**src/rtl/ctrl_pkg.sv**
```systemverilog
// Shared definitions for the R-type sequencer: FSM states, funct and ALU
// operation codes, and the bit positions of the instruction fields.
package ctrl_pkg;

    typedef enum logic [1:0] {
        IDLE   = 2'd0,
        DECODE = 2'd1,
        EXEC   = 2'd2,
        WB     = 2'd3
    } state_t;

    localparam logic [5:0] FUNCT_ADD = 6'h20;
    localparam logic [5:0] FUNCT_SUB = 6'h22;
    localparam logic [5:0] FUNCT_AND = 6'h24;
    localparam logic [5:0] FUNCT_OR  = 6'h25;
    localparam logic [5:0] FUNCT_NOR = 6'h27;
    localparam logic [5:0] FUNCT_SLT = 6'h2A;

    localparam logic [3:0] ALU_AND = 4'b0000;
    localparam logic [3:0] ALU_OR  = 4'b0001;
    localparam logic [3:0] ALU_ADD = 4'b0010;
    localparam logic [3:0] ALU_SUB = 4'b0110;
    localparam logic [3:0] ALU_SLT = 4'b0111;
    localparam logic [3:0] ALU_NOR = 4'b1100;

    localparam int unsigned OP_MSB = 31;
    localparam int unsigned OP_LSB = 26;
    localparam int unsigned RS_MSB = 25;
    localparam int unsigned RS_LSB = 21;
    localparam int unsigned RT_MSB = 20;
    localparam int unsigned RT_LSB = 16;
    localparam int unsigned RD_MSB = 15;
    localparam int unsigned RD_LSB = 11;
    localparam int unsigned FN_MSB = 5;
    localparam int unsigned FN_LSB = 0;

endpackage

```
**src/rtl/ctrl_tipo_r_funct_dec.sv**
```systemverilog
// Combinational funct -> ALU operation decoder with a legal-funct flag.
// Unsupported funct values decode to ALU_AND (4'b0000) with legal low.
module funct_dec
    import ctrl_pkg::*;
(
    input  logic [5:0] funct,
    output logic [3:0] alu_op,
    output logic       legal
);

    always_comb begin
        alu_op = ALU_AND;
        legal  = 1'b1;
        case (funct)
            FUNCT_ADD: alu_op = ALU_ADD;
            FUNCT_SUB: alu_op = ALU_SUB;
            FUNCT_AND: alu_op = ALU_AND;
            FUNCT_OR:  alu_op = ALU_OR;
            FUNCT_NOR: alu_op = ALU_NOR;
            FUNCT_SLT: alu_op = ALU_SLT;
            default:   legal  = 1'b0;
        endcase
    end

endmodule

```
**src/rtl/ctrl_tipo_r.sv**
```systemverilog
// Multicycle R-type sequencer: IDLE -> DECODE -> EXEC -> WB, one instruction
// per four cycles, driving bank read/write addresses, ALU select and RegEn.
module ctrl_tipo_r
    import ctrl_pkg::*;
#(
    parameter int unsigned CNT_W     = 16,
    parameter logic [5:0]  OPC_RTYPE = 6'b000000
) (
    input  logic             clk,
    input  logic             rst_n,
    input  logic             instr_valid,
    input  logic [31:0]      instr,
    output logic             instr_ready,
    output logic [4:0]       R_register_1,
    output logic [4:0]       R_register_2,
    output logic [4:0]       W_register,
    output logic             RegEn,
    output logic [3:0]       alu_op,
    output logic             busy,
    output logic             done,
    output logic             illegal,
    output logic [CNT_W-1:0] retired
);

    state_t state_q, state_d;

    logic [31:0]      ir_q;
    logic [3:0]       alu_op_q;
    logic             funct_ok_q;
    logic [4:0]       w_reg_q;
    logic             reg_en_q;
    logic             done_q;
    logic             illegal_q;
    logic [CNT_W-1:0] retired_q;

    logic [3:0] dec_alu_op;
    logic       dec_legal;
    logic       accept;
    logic       ex_legal;
    logic       unused_ir;

    funct_dec u_funct_dec (
        .funct  (instr[FN_MSB:FN_LSB]),
        .alu_op (dec_alu_op),
        .legal  (dec_legal)
    );

    assign accept   = (state_q == IDLE) && instr_valid;
    assign ex_legal = (ir_q[OP_MSB:OP_LSB] == OPC_RTYPE) && funct_ok_q;
    // funct is decoded straight off the bus at accept; shamt is never needed
    assign unused_ir = ^ir_q[10:0];

    always_ff @(posedge clk or negedge rst_n) begin
        if (!rst_n) begin
            state_q <= IDLE;
        end else begin
            state_q <= state_d;
        end
    end

    always_comb begin
        state_d = state_q;
        case (state_q)
            IDLE:    if (instr_valid) state_d = DECODE;
            DECODE:  state_d = EXEC;
            EXEC:    state_d = WB;
            WB:      state_d = IDLE;
            default: state_d = IDLE;
        endcase
    end

    // Decode results are registered on the accept edge so they are already
    // valid during DECODE; write-back outputs are registered on entry to WB.
    always_ff @(posedge clk or negedge rst_n) begin
        if (!rst_n) begin
            ir_q       <= '0;
            alu_op_q   <= '0;
            funct_ok_q <= 1'b0;
            w_reg_q    <= '0;
            reg_en_q   <= 1'b0;
            done_q     <= 1'b0;
            illegal_q  <= 1'b0;
            retired_q  <= '0;
        end else begin
            reg_en_q <= 1'b0;
            done_q   <= 1'b0;
            if (accept) begin
                ir_q       <= instr;
                alu_op_q   <= dec_alu_op;
                funct_ok_q <= dec_legal;
            end
            if (state_q == EXEC) begin
                w_reg_q  <= ir_q[RD_MSB:RD_LSB];
                done_q   <= 1'b1;
                reg_en_q <= ex_legal && (ir_q[RD_MSB:RD_LSB] != 5'd0);
                if (ex_legal) begin
                    retired_q <= retired_q + CNT_W'(1);
                end else begin
                    illegal_q <= 1'b1;
                end
            end
        end
    end

    assign instr_ready  = (state_q == IDLE);
    assign busy         = (state_q != IDLE);
    assign R_register_1 = ir_q[RS_MSB:RS_LSB];
    assign R_register_2 = ir_q[RT_MSB:RT_LSB];
    assign W_register   = w_reg_q;
    assign RegEn        = reg_en_q;
    assign alu_op       = alu_op_q;
    assign done         = done_q;
    assign illegal      = illegal_q;
    assign retired      = retired_q;

endmodule
```
**config.mk**
```make
export PLATFORM = sky130hd
export DESIGN_NAME = ctrl_tipo_r
export DESIGN_NICKNAME = d
export VERILOG_FILES = /design/src/rtl/ctrl_pkg.sv /design/src/rtl/ctrl_tipo_r_funct_dec.sv /design/src/rtl/ctrl_tipo_r.sv
export SDC_FILE = /design/constraint.sdc
export NUM_CORES = 1
export LEC_CHECK = 0
export ABC_AREA = 0
export CAP_MARGIN = 25
export CORE_UTILIZATION = 49
export CTS_CLUSTER_DIAMETER = 60
export DETAILED_ROUTE_END_ITERATION = 16
export GPL_TIMING_DRIVEN = 0
export HOLD_SLACK_MARGIN = 0.08
export PLACE_DENSITY_LB_ADDON = 0.12
export SLEW_MARGIN = 20
export SYNTH_ARGS = -nofsm -noshare
export SYNTH_HDL_FRONTEND = slang
export SYNTH_SLANG_ARGS = --single-unit
export TNS_END_PERCENT = 50
```
**constraint.sdc**
```tcl
create_clock -name clk -period 3 [get_ports clk]
set_input_delay 0.75 -clock clk [delete_from_list [all_inputs] [get_ports clk]]
set_output_delay 0.75 -clock clk [all_outputs]
set_load 0.01 [all_outputs]
```
==> results of run 1 <==
-- final timing paths --
check,end,slack (ns),cells after the start
min reg2reg,retired[15],0.47,1
max in group asynchronous,retired[0],2.11,1
min in group clk,retired[15],0.47,1
max,busy,0.63,4
min,alu_op[3],0.46,1
max reg2reg,ir_q[19],1.10,5
-- power by group --
| part | switching [mW] | total (mW) | internal [mW] |
|---|---|---|---|
| registers | 0.133 | 1.05 | 0.919 |
| logic | 0.335 | 0.920 | 0.585 |
| clock network | 0.217 | 0.511 | 0.294 |
-- sequential cells by signal (all words and copies together) (netlist names) --
| signal | flops |
|---|---|
| retired | 16 |
| funct_ok_q | 1 |
| illegal | 1 |
| W_register | 5 |
| alu_op | 4 |
| RegEn | 1 |
| done | 1 |
| ir_q | 21 |
| state_q | 2 |
-- cells by family (layout without fill, tap and decap cells) --
family | Yosys count | count (layout) | share of synthesized area
muxes | 26 | 26 | 0.129
xor gates and xnor gates | 15 | 15 | 0.0579
buffers and inverters | 17 | 94 | 0.0452
DFF | 52 | 52 | 0.573
AOI/OAI and AO/OA | 13 | 13 | 0.0336
adders and majority gates | 3 | 3 | 0.0165
and+or+nand+nor | 57 | 57 | 0.144
-- cells in the mapped netlist, drive strengths merged, types with 4 or more instances --
cell   count
nor4       4
xnor2      7
nor2       7
dfrtp     52
o21ai      6
inv        4
nand4      6
nor3       4
buf       11
mux2      26
nand2     20
xor2       8
and4       4
nand3      6
-- stage by stage --
stage / setup slack (ns) / total power [mW] / hold slack (ns) / utilization / cells
final: 0.631 / 2.48 / 0.455 / 0.713 / 312
after global placement: -0.375 / 1.98 / 0.456 / 0.685 / 304
after CTS: 0.610 / 2.52 / 0.476 / 0.713 / 312
after detailed placement: 0.481 / 2.00 / 0.459 / 0.685 / 304
after floorplan: 1.23 / 1.59 / 0.451 / - / 183
after global routing: 0.552 / 2.64 / 0.486 / 0.713 / 312
-- critical path: stages (launching register included) --
cell and delay (ns):
dfrtp_1 0.36, inv_1 0.06, ha_1 0.25, inv_1 0.11, clkdlybuf4s50_1 0.55
-- per-layer routing --
layer,track usage,vias to the layer above,part of all wire
met5,0,-,0
met1,0.221,751,0.45
li1,-,783,-
met4,0.0533,0,0.013
met2,0.292,44,0.48
met3,0.0606,5,0.055
-- layout make-up --
class	count	area [um^2]
Clock buffer	7	96.3
Timing Repair Buffer	69	688
Multi-Input combinational cell	114	866
Clock inverter	1	30.0
Sequential cell	52	1300
Inverter	4	15.0
Buffer	13	87.6
Fill cell	330	1260
Tap cell	52	65.1
==> run metrics, run 1 <==
n_diodes=0; CTS tree=done; PD cells=788 nW/um^2; GP Congestion=0.705; area delta synth->final=38.8%; Core Box Area=4410 um^2; initial drt markers=69; clock transition at the registers of the reported paths=0.08 ns; CP required=2.25 ns; Worst Setup End Kind=primary output; Mapped Cells=183; number of global-route vias before repair=1530; commonest non-fill, non-tap cell in the layout=clkdlybuf4s50_1; Clock Latency Late Sink=0.30 ns; initial core utilization=0.514; Yosys top cell area share=0.573; synthesized area per cell=12.4 um^2; Clock Tree Buf Depth=2; Post-CTS Hold Buffers=0; leakage power total=1.37 nW; number of buffers created by CTS=5; arrival time at the worst endpoint=1.62 ns; chip height=70.1 um; final setup skew=0.00753 ns; mapped cell area=2270 um^2; EDFF count, synth=0; DRT Pass-1 Iters=4; Clock Sinks=52; crit path max fanout=6; RSZ-0062 raised after global routing=false; Via density=5.07; Cell Area, Placed=3020 um^2; peak supply drop=0.476 mV; max frequency=422 MHz; Area contributors post-synth=dfrtp_1, mux2_2, buf_4; cell area after layout=3150 um^2; GR Util All Layers=0.177; Final min period=2.37 ns; H-tree level count=2; crit share post-route=0.790; CP Class=reg -> out; CTS root buffer=clkbuf_8; fin. max-slew vios=0; Synth cell types=31; endpoints failing setup=0; number of synthesis warnings=0; Final nets=297; setup repair bufs after CTS=0; die width=70.1 um; first-pass GRT wire length=6.84 mm; max-cap viol count=0; Routed wire per std cell=12.7 um; status=completed; grt ovf=0; post-detail-place hpwl=2.91 mm; commonest cells after routing, fill and taps aside=clkdlybuf4s50_1, dfrtp_1, mux2_2; Final TNS setup=0 ns; Slew HR=0.579; drc violations=0; fraction of layout cells with a size suffix above 1=0.196; final wirelength=3.97 mm; FP Rows=24; crit path launch type=flip-flop; sequential area share after synthesis=0.573; Final ANT Viol Nets=0; vias post-DR=1583; Reg2Reg Launch Point=state_q[1]; endpoints failing hold=0; Syn Nets=221; Die ar.=4910 um^2; pin slew with the least headroom to its limit=0.631 ns; Synth Register Bits=52; IO Count=75; Hold Path Class=in -> async; Main synth FF type=dfrtp_1; Port Buffers=69; CP startpoint=state_q[1]; area leader, netlist=dfrtp_1; initial antenna violation count=0; CTS resizes=0; Synth async-reset ratio=1.00; largest net degree at the start of global routing=53
Note: power is estimated with default switching activity, not from simulation.
==> run 2: changes to the inputs <==
--- a/config.mk
+++ b/config.mk
@@ -7,7 +7,7 @@
 export LEC_CHECK = 0
 export ABC_AREA = 0
 export CAP_MARGIN = 25
-export CORE_UTILIZATION = 49
+export CORE_UTILIZATION = 45
 export CTS_CLUSTER_DIAMETER = 60
 export DETAILED_ROUTE_END_ITERATION = 16
 export GPL_TIMING_DRIVEN = 0
==> constraint.sdc (replaced) <==
create_clock -name clk -period 2.3 [get_ports clk]
set_input_delay 0.575 -clock clk [delete_from_list [all_inputs] [get_ports clk]]
set_output_delay 0.575 -clock clk [all_outputs]
set_load 0.01 [all_outputs]
==> run 2 against run 1 <==
Effect of this change:
- clock-buffer cell count fell by 2
- hold slack worse by 0.16 ns
- via count up 2.3%
- core utilization is 5.4 points lower
- critical path depth unchanged
- sequential share of layout area is 0.082 points lower
- sequential power grew 30%
- die area increased by 8.6%
- setup slack worse by 0.50 ns
- sequential cell count is the same
- non-clock buffer count is the same
- clock skew rose by 0.0026 ns
==> run metrics, run 2 (same netlist as run 1, synthesis figures left out) <==
RSZ-0062 raised after global routing=false; number of buffers created by CTS=5 (unchanged); final setup skew=0.0101 ns (+0.00256 ns); setup repair bufs after CTS=0 (unchanged); post-detail-place hpwl=2.96 mm (+1.8%); non-filler cells, final=327 (+4.8%); Final nets=297 (unchanged); initial antenna violation count=0 (unchanged); Final min period=2.17 ns; pin slew with the least headroom to its limit=0.650 ns (+0.0183 ns); worst reg-to-reg path cell count=6 (+1); Final ANT Viol Nets=0 (unchanged); Layout fillers=396 (+20%); Post-CTS Hold Buffers=0 (unchanged); number of global-route vias before repair=1566 (+2.4%); max frequency=461 MHz; Clock Sinks=52 (unchanged); Hold WS=0.293 ns (-0.162 ns); first-pass GRT wire length=6.87 mm (+0.31%); GR Util All Layers=0.168 (-0.00956); fin. max-slew vios=0 (unchanged); Place WS=-0.0521 ns (-0.533 ns); CTS resizes=0 (unchanged); Reg2Reg Launch Point=state_q[0]; crit share post-route=0.943; Core Box Area=4790 um^2 (+8.4%); initial core utilization=0.474 (-0.0399); Slew HR=0.567 (-0.0122); crit path launch type=flip-flop; FF-to-FF End=retired[3]; Die ar.=5330 um^2 (+8.6%); flop-to-flop setup slack=0.41 ns (-0.69 ns); max FFs per register=21 (unchanged); area delta synth->final=39.0%; status=completed; endpoints failing hold=0 (unchanged); CTS root buffer=clkbuf_8; Port Buffers=69 (unchanged); final wirelength=4.14 mm (+4.1%); drc violations=0 (unchanged); Reg area=1300 um^2 (unchanged); fraction of layout cells with a size suffix above 1=0.200 (+0.00385); crit path max fanout=6 (unchanged); grt ovf=0 (unchanged); commonest non-fill, non-tap cell in the layout=clkdlybuf4s50_1; commonest cells after routing, fill and taps aside=clkdlybuf4s50_1, dfrtp_1, mux2_2; largest net degree at the start of global routing=53 (unchanged); Tot Pwr=3.20 mW (+29%); Clock Tree Buf Depth=2 (unchanged); n_diodes=0 (unchanged); Via density=4.95 (-2.4%); max-cap viol count=0 (unchanged); clock transition at the registers of the reported paths=0.09 ns (about the same); IO Count=75 (unchanged); Largest Register=ir_q; CP required=1.73 ns (-0.52 ns); vias post-DR=1620 (+2.3%); Routed wire per std cell=12.6 um (-0.65%); arrival time at the worst endpoint=1.60 ns (-0.02 ns); endpoints failing setup=0 (unchanged); CTS tree=done; initial drt markers=65 (-5.8%); Setup WS post-layout=0.130 ns (-0.501 ns); H-tree level count=2 (unchanged); chip height=73.0 um (+4.2%); leakage power total=1.36 nW (-0.86%); Worst Setup End Kind=primary output; Clock Latency Late Sink=0.30 ns (about the same); Cells after DPL=319 (+4.9%); PD cells=1020 nW/um^2 (+29%); die width=73.0 um (+4.2%); GP Congestion=0.750 (+6.3%); FP Rows=25 (+4.2%); DRT Pass-1 Iters=4 (unchanged); area occupied by multi-input gates=868 um^2 (+0.29%); CP Class=reg -> out; peak supply drop=0.745 mV (+57%); Hold Path Class=in -> async
==> run 2: layout make-up <==
cell class	instances	share of cell area
flip-flops and latches	52	0.412
multi-input cells	114	0.275
repair buffers	69	0.218
plain buffers	13	0.0278
well taps	67	0.0266
clock buffers	5	0.0218
clock inverters	3	0.0135
inverters	4	0.00476
==> run 2: worst max path at each step <==
stage	start	end	depth (start not counted)
finish	state_q[1]	busy	4
global route	state_q[1]	busy	4
CTS	state_q[1]	busy	4
detailed placement	instr_valid	ir_q[19]	4
global placement	rst_n	W_register[3]	1
floorplan	state_q[0]	ir_q[18]	5
==> run 2: stage by stage <==
step           utilization  setup TNS [ns]  instance area (um^2)
2_1_floorplan            -               0                  2270
3_3_place_gp         0.636          -48.61                  3040
3_5_place_dp         0.636          -0.153                  3040
4_1_cts              0.659               0                  3150
5_1_grt              0.659               0                  3160
6_report             0.659               0                  3160
==> run 2: critical path, cell delays in order (launching register included) <==
cell and delay (ns):
dfrtp_1 0.40, inv_1 0.09, ha_2 0.24, inv_1 0.08, clkdlybuf4s50_1 0.49
==> run 2: where the power goes <==
part / leakage (nW) / switching (mW) / internal, mW / total [mW]
clock network: 0.0541 / 0.298 / 0.322 / 0.620
registers: 0.659 / 0.174 / 1.20 / 1.37
logic: 0.644 / 0.446 / 0.765 / 1.21
==> run 2: per-layer routing <==
metal / GRT usage / wire length [um]
met5: 0 / 0
met2: 0.275 / 1980
met3: 0.0483 / 229
met1: 0.203 / 1850
met4: 0.0806 / 79
==> run 3: changes to the inputs <==
--- a/config.mk
+++ b/config.mk
@@ -12,6 +12,7 @@
 export DETAILED_ROUTE_END_ITERATION = 16
 export GPL_TIMING_DRIVEN = 0
 export HOLD_SLACK_MARGIN = 0.08
+export MAX_ROUTING_LAYER = met4
 export PLACE_DENSITY_LB_ADDON = 0.12
 export SLEW_MARGIN = 20
 export SYNTH_ARGS = -nofsm -noshare
==> run 3 against run 2 <==
Effect of this change:
- global-route usage is 0.51 points higher
- final cell count stayed put
- via count stayed put
- critical path type unchanged
- largest power group unchanged
- highest routed layer unchanged
==> run metrics, run 3 (same netlist as run 1, synthesis figures left out) <==
grt ovf=0 (unchanged); drc violations=0 (unchanged); number of global-route vias before repair=1569 (+0.19%); sequential power share=0.428 (about the same); Layout fillers=396 (unchanged); DRT Pass-1 Iters=4 (unchanged); crit path launch type=flip-flop; Hold Path Class=in -> async; Cells after DPL=319 (unchanged); Setup WS post-layout=0.131 ns (+0.000856 ns); Final min period=2.17 ns (-0.000856 ns); crit path max-delay cell type=clkdlybuf4s50_1; number of buffers created by CTS=5 (unchanged); initial drt markers=65 (unchanged); CP Class=reg -> out; most used cell, CP=inv_1; flop-to-flop setup slack=0.41 ns (about the same); Routed wire per std cell=12.6 um (-0.12%); Psw=0.917 mW (about the same); PD cells=1020 nW/um^2 (about the same); GP Congestion=0.759 (+1.3%); endpoints failing setup=0 (unchanged); max FFs per register=21 (unchanged); Slew HR=0.567 (about the same); Worst Setup End Kind=primary output; max frequency=461 MHz (about the same); final setup skew=0.0102 ns (+0.000104 ns); Final nets=297 (unchanged); Via density=4.95 (unchanged); crit path max fanout=6 (unchanged); GR Util All Layers=0.173 (+0.00509); CTS tree=done; commonest cells after routing, fill and taps aside=clkdlybuf4s50_1, dfrtp_1, mux2_2; FP Rows=25 (unchanged); arrival time at the worst endpoint=1.59 ns (about the same); initial core utilization=0.474 (unchanged); CTS root buffer=clkbuf_8; endpoints failing hold=0 (unchanged); Place WS=-0.0521 ns (unchanged); H-tree level count=2 (unchanged); CP endpoint=busy; fraction of layout cells with a size suffix above 1=0.200 (unchanged); setup repair bufs after CTS=0 (unchanged); Core Box Area=4790 um^2 (unchanged); Core Util, Final=0.659 (unchanged); die width=73.0 um (unchanged); fin. max-slew vios=0 (unchanged); Clock Sinks=52 (unchanged); vias post-DR=1620 (unchanged); CTS resizes=0 (unchanged); first-pass GRT wire length=6.86 mm (-0.10%); FF-to-FF End=retired[3]; worst path cell trace=inv_1, ha_2, inv_1, clkdlybuf4s50_1; Power Internal=2.29 mW (unchanged); Clk pwr share=0.194 (about the same); CP required=1.73 ns (about the same); crit share post-route=0.943 (about the same); chip height=73.0 um (unchanged); status=completed; Clock Latency Late Sink=0.30 ns (about the same); commonest non-fill, non-tap cell in the layout=clkdlybuf4s50_1; IO Count=75 (unchanged); final wirelength=4.13 mm (-0.12%); worst reg-to-reg path cell count=6 (unchanged); sw frac=0.286 (about the same); RSZ-0062 raised after global routing=false; Final ANT Viol Nets=0 (unchanged); Tot Pwr=3.20 mW (about the same); pin slew with the least headroom to its limit=0.649 ns (-0.000275 ns); Die ar.=5330 um^2 (unchanged); area delta synth->final=39.0% (unchanged); Worst path max stage delay=0.49 ns (about the same); n_diodes=0 (unchanged); CP startpoint=state_q[1]; Reg2Reg Launch Point=state_q[0]; clock transition at the registers of the reported paths=0.09 ns (about the same); leakage power total=1.36 nW (unchanged); non-filler cells, final=327 (unchanged); Post-CTS Hold Buffers=0 (unchanged); peak supply drop=0.744 mV (-0.18%); post-detail-place hpwl=2.96 mm (unchanged); Clock Tree Buf Depth=2 (unchanged); Largest Register=ir_q; largest net degree at the start of global routing=53 (unchanged); Comb power frac=0.378 (about the same); Final TNS setup=0 ns (unchanged); Port Buffers=69 (unchanged); max-cap viol count=0 (unchanged); initial antenna violation count=0 (unchanged)
-- run 3: cell counts in the layout (fill, tap and decap cells not counted) --
Identical to the previous run, type by type.
-- run 3: area by class of cell --
cell class	instances	area, um^2	share of cell area
Clock inverter	3	42.5	0.0135
Sequential cell	52	1300	0.412
Clock buffer	5	68.8	0.0218
Tap cell	67	83.8	0.0266
Timing Repair Buffer	69	688	0.218
Inverter	4	15.0	0.00476
Multi-Input combinational cell	114	868	0.275
Buffer	13	87.6	0.0278
-- run 3: how the worst min path moves through the flow --
stage | startpoint | to | slack, ns
6_report | rst_n | retired[12] | 0.29
3_3_place_gp | illegal | illegal | 0.44
2_1_floorplan | rst_n | RegEn | 0.28
3_5_place_dp | illegal | illegal | 0.45
4_1_cts | rst_n | retired[12] | 0.32
5_1_grt | rst_n | ir_q[18] | 0.35
-- run 3: through the flow --
step / hold slack [ns] / instance area [um^2]
global placement: 0.444 / 3040
global route: 0.351 / 3160
detailed placement: 0.448 / 3040
finish: 0.294 / 3160
CTS: 0.317 / 3150
floorplan: 0.279 / 2270
-- run 3: power by group through the flow --
stage | clock network, mW | registers [mW] | logic (mW)
floorplan | 0 | 1.39 | 0.690
global placement | 0 | 1.38 | 1.20
detailed placement | 0 | 1.39 | 1.23
CTS | 0.639 | 1.37 | 1.23
global route | 0.666 | 1.41 | 1.32
finish | 0.620 | 1.37 | 1.21
-- run 3: worst max-delay path: cells and delay by family (launching register included) --
| kind | cells | cell delay, ns |
|---|---|---|
| buf+inv | 3 | 0.66 |
| flops | 1 | 0.40 |
| fa+ha+maj | 1 | 0.24 |
-- run 3: per-layer routing --
layer | global-route usage | wire length (um)
met5 | - | 0
met4 | 0.0806 | 79
met3 | 0.0442 | 202
met2 | 0.275 | 1980
met1 | 0.206 | 1870
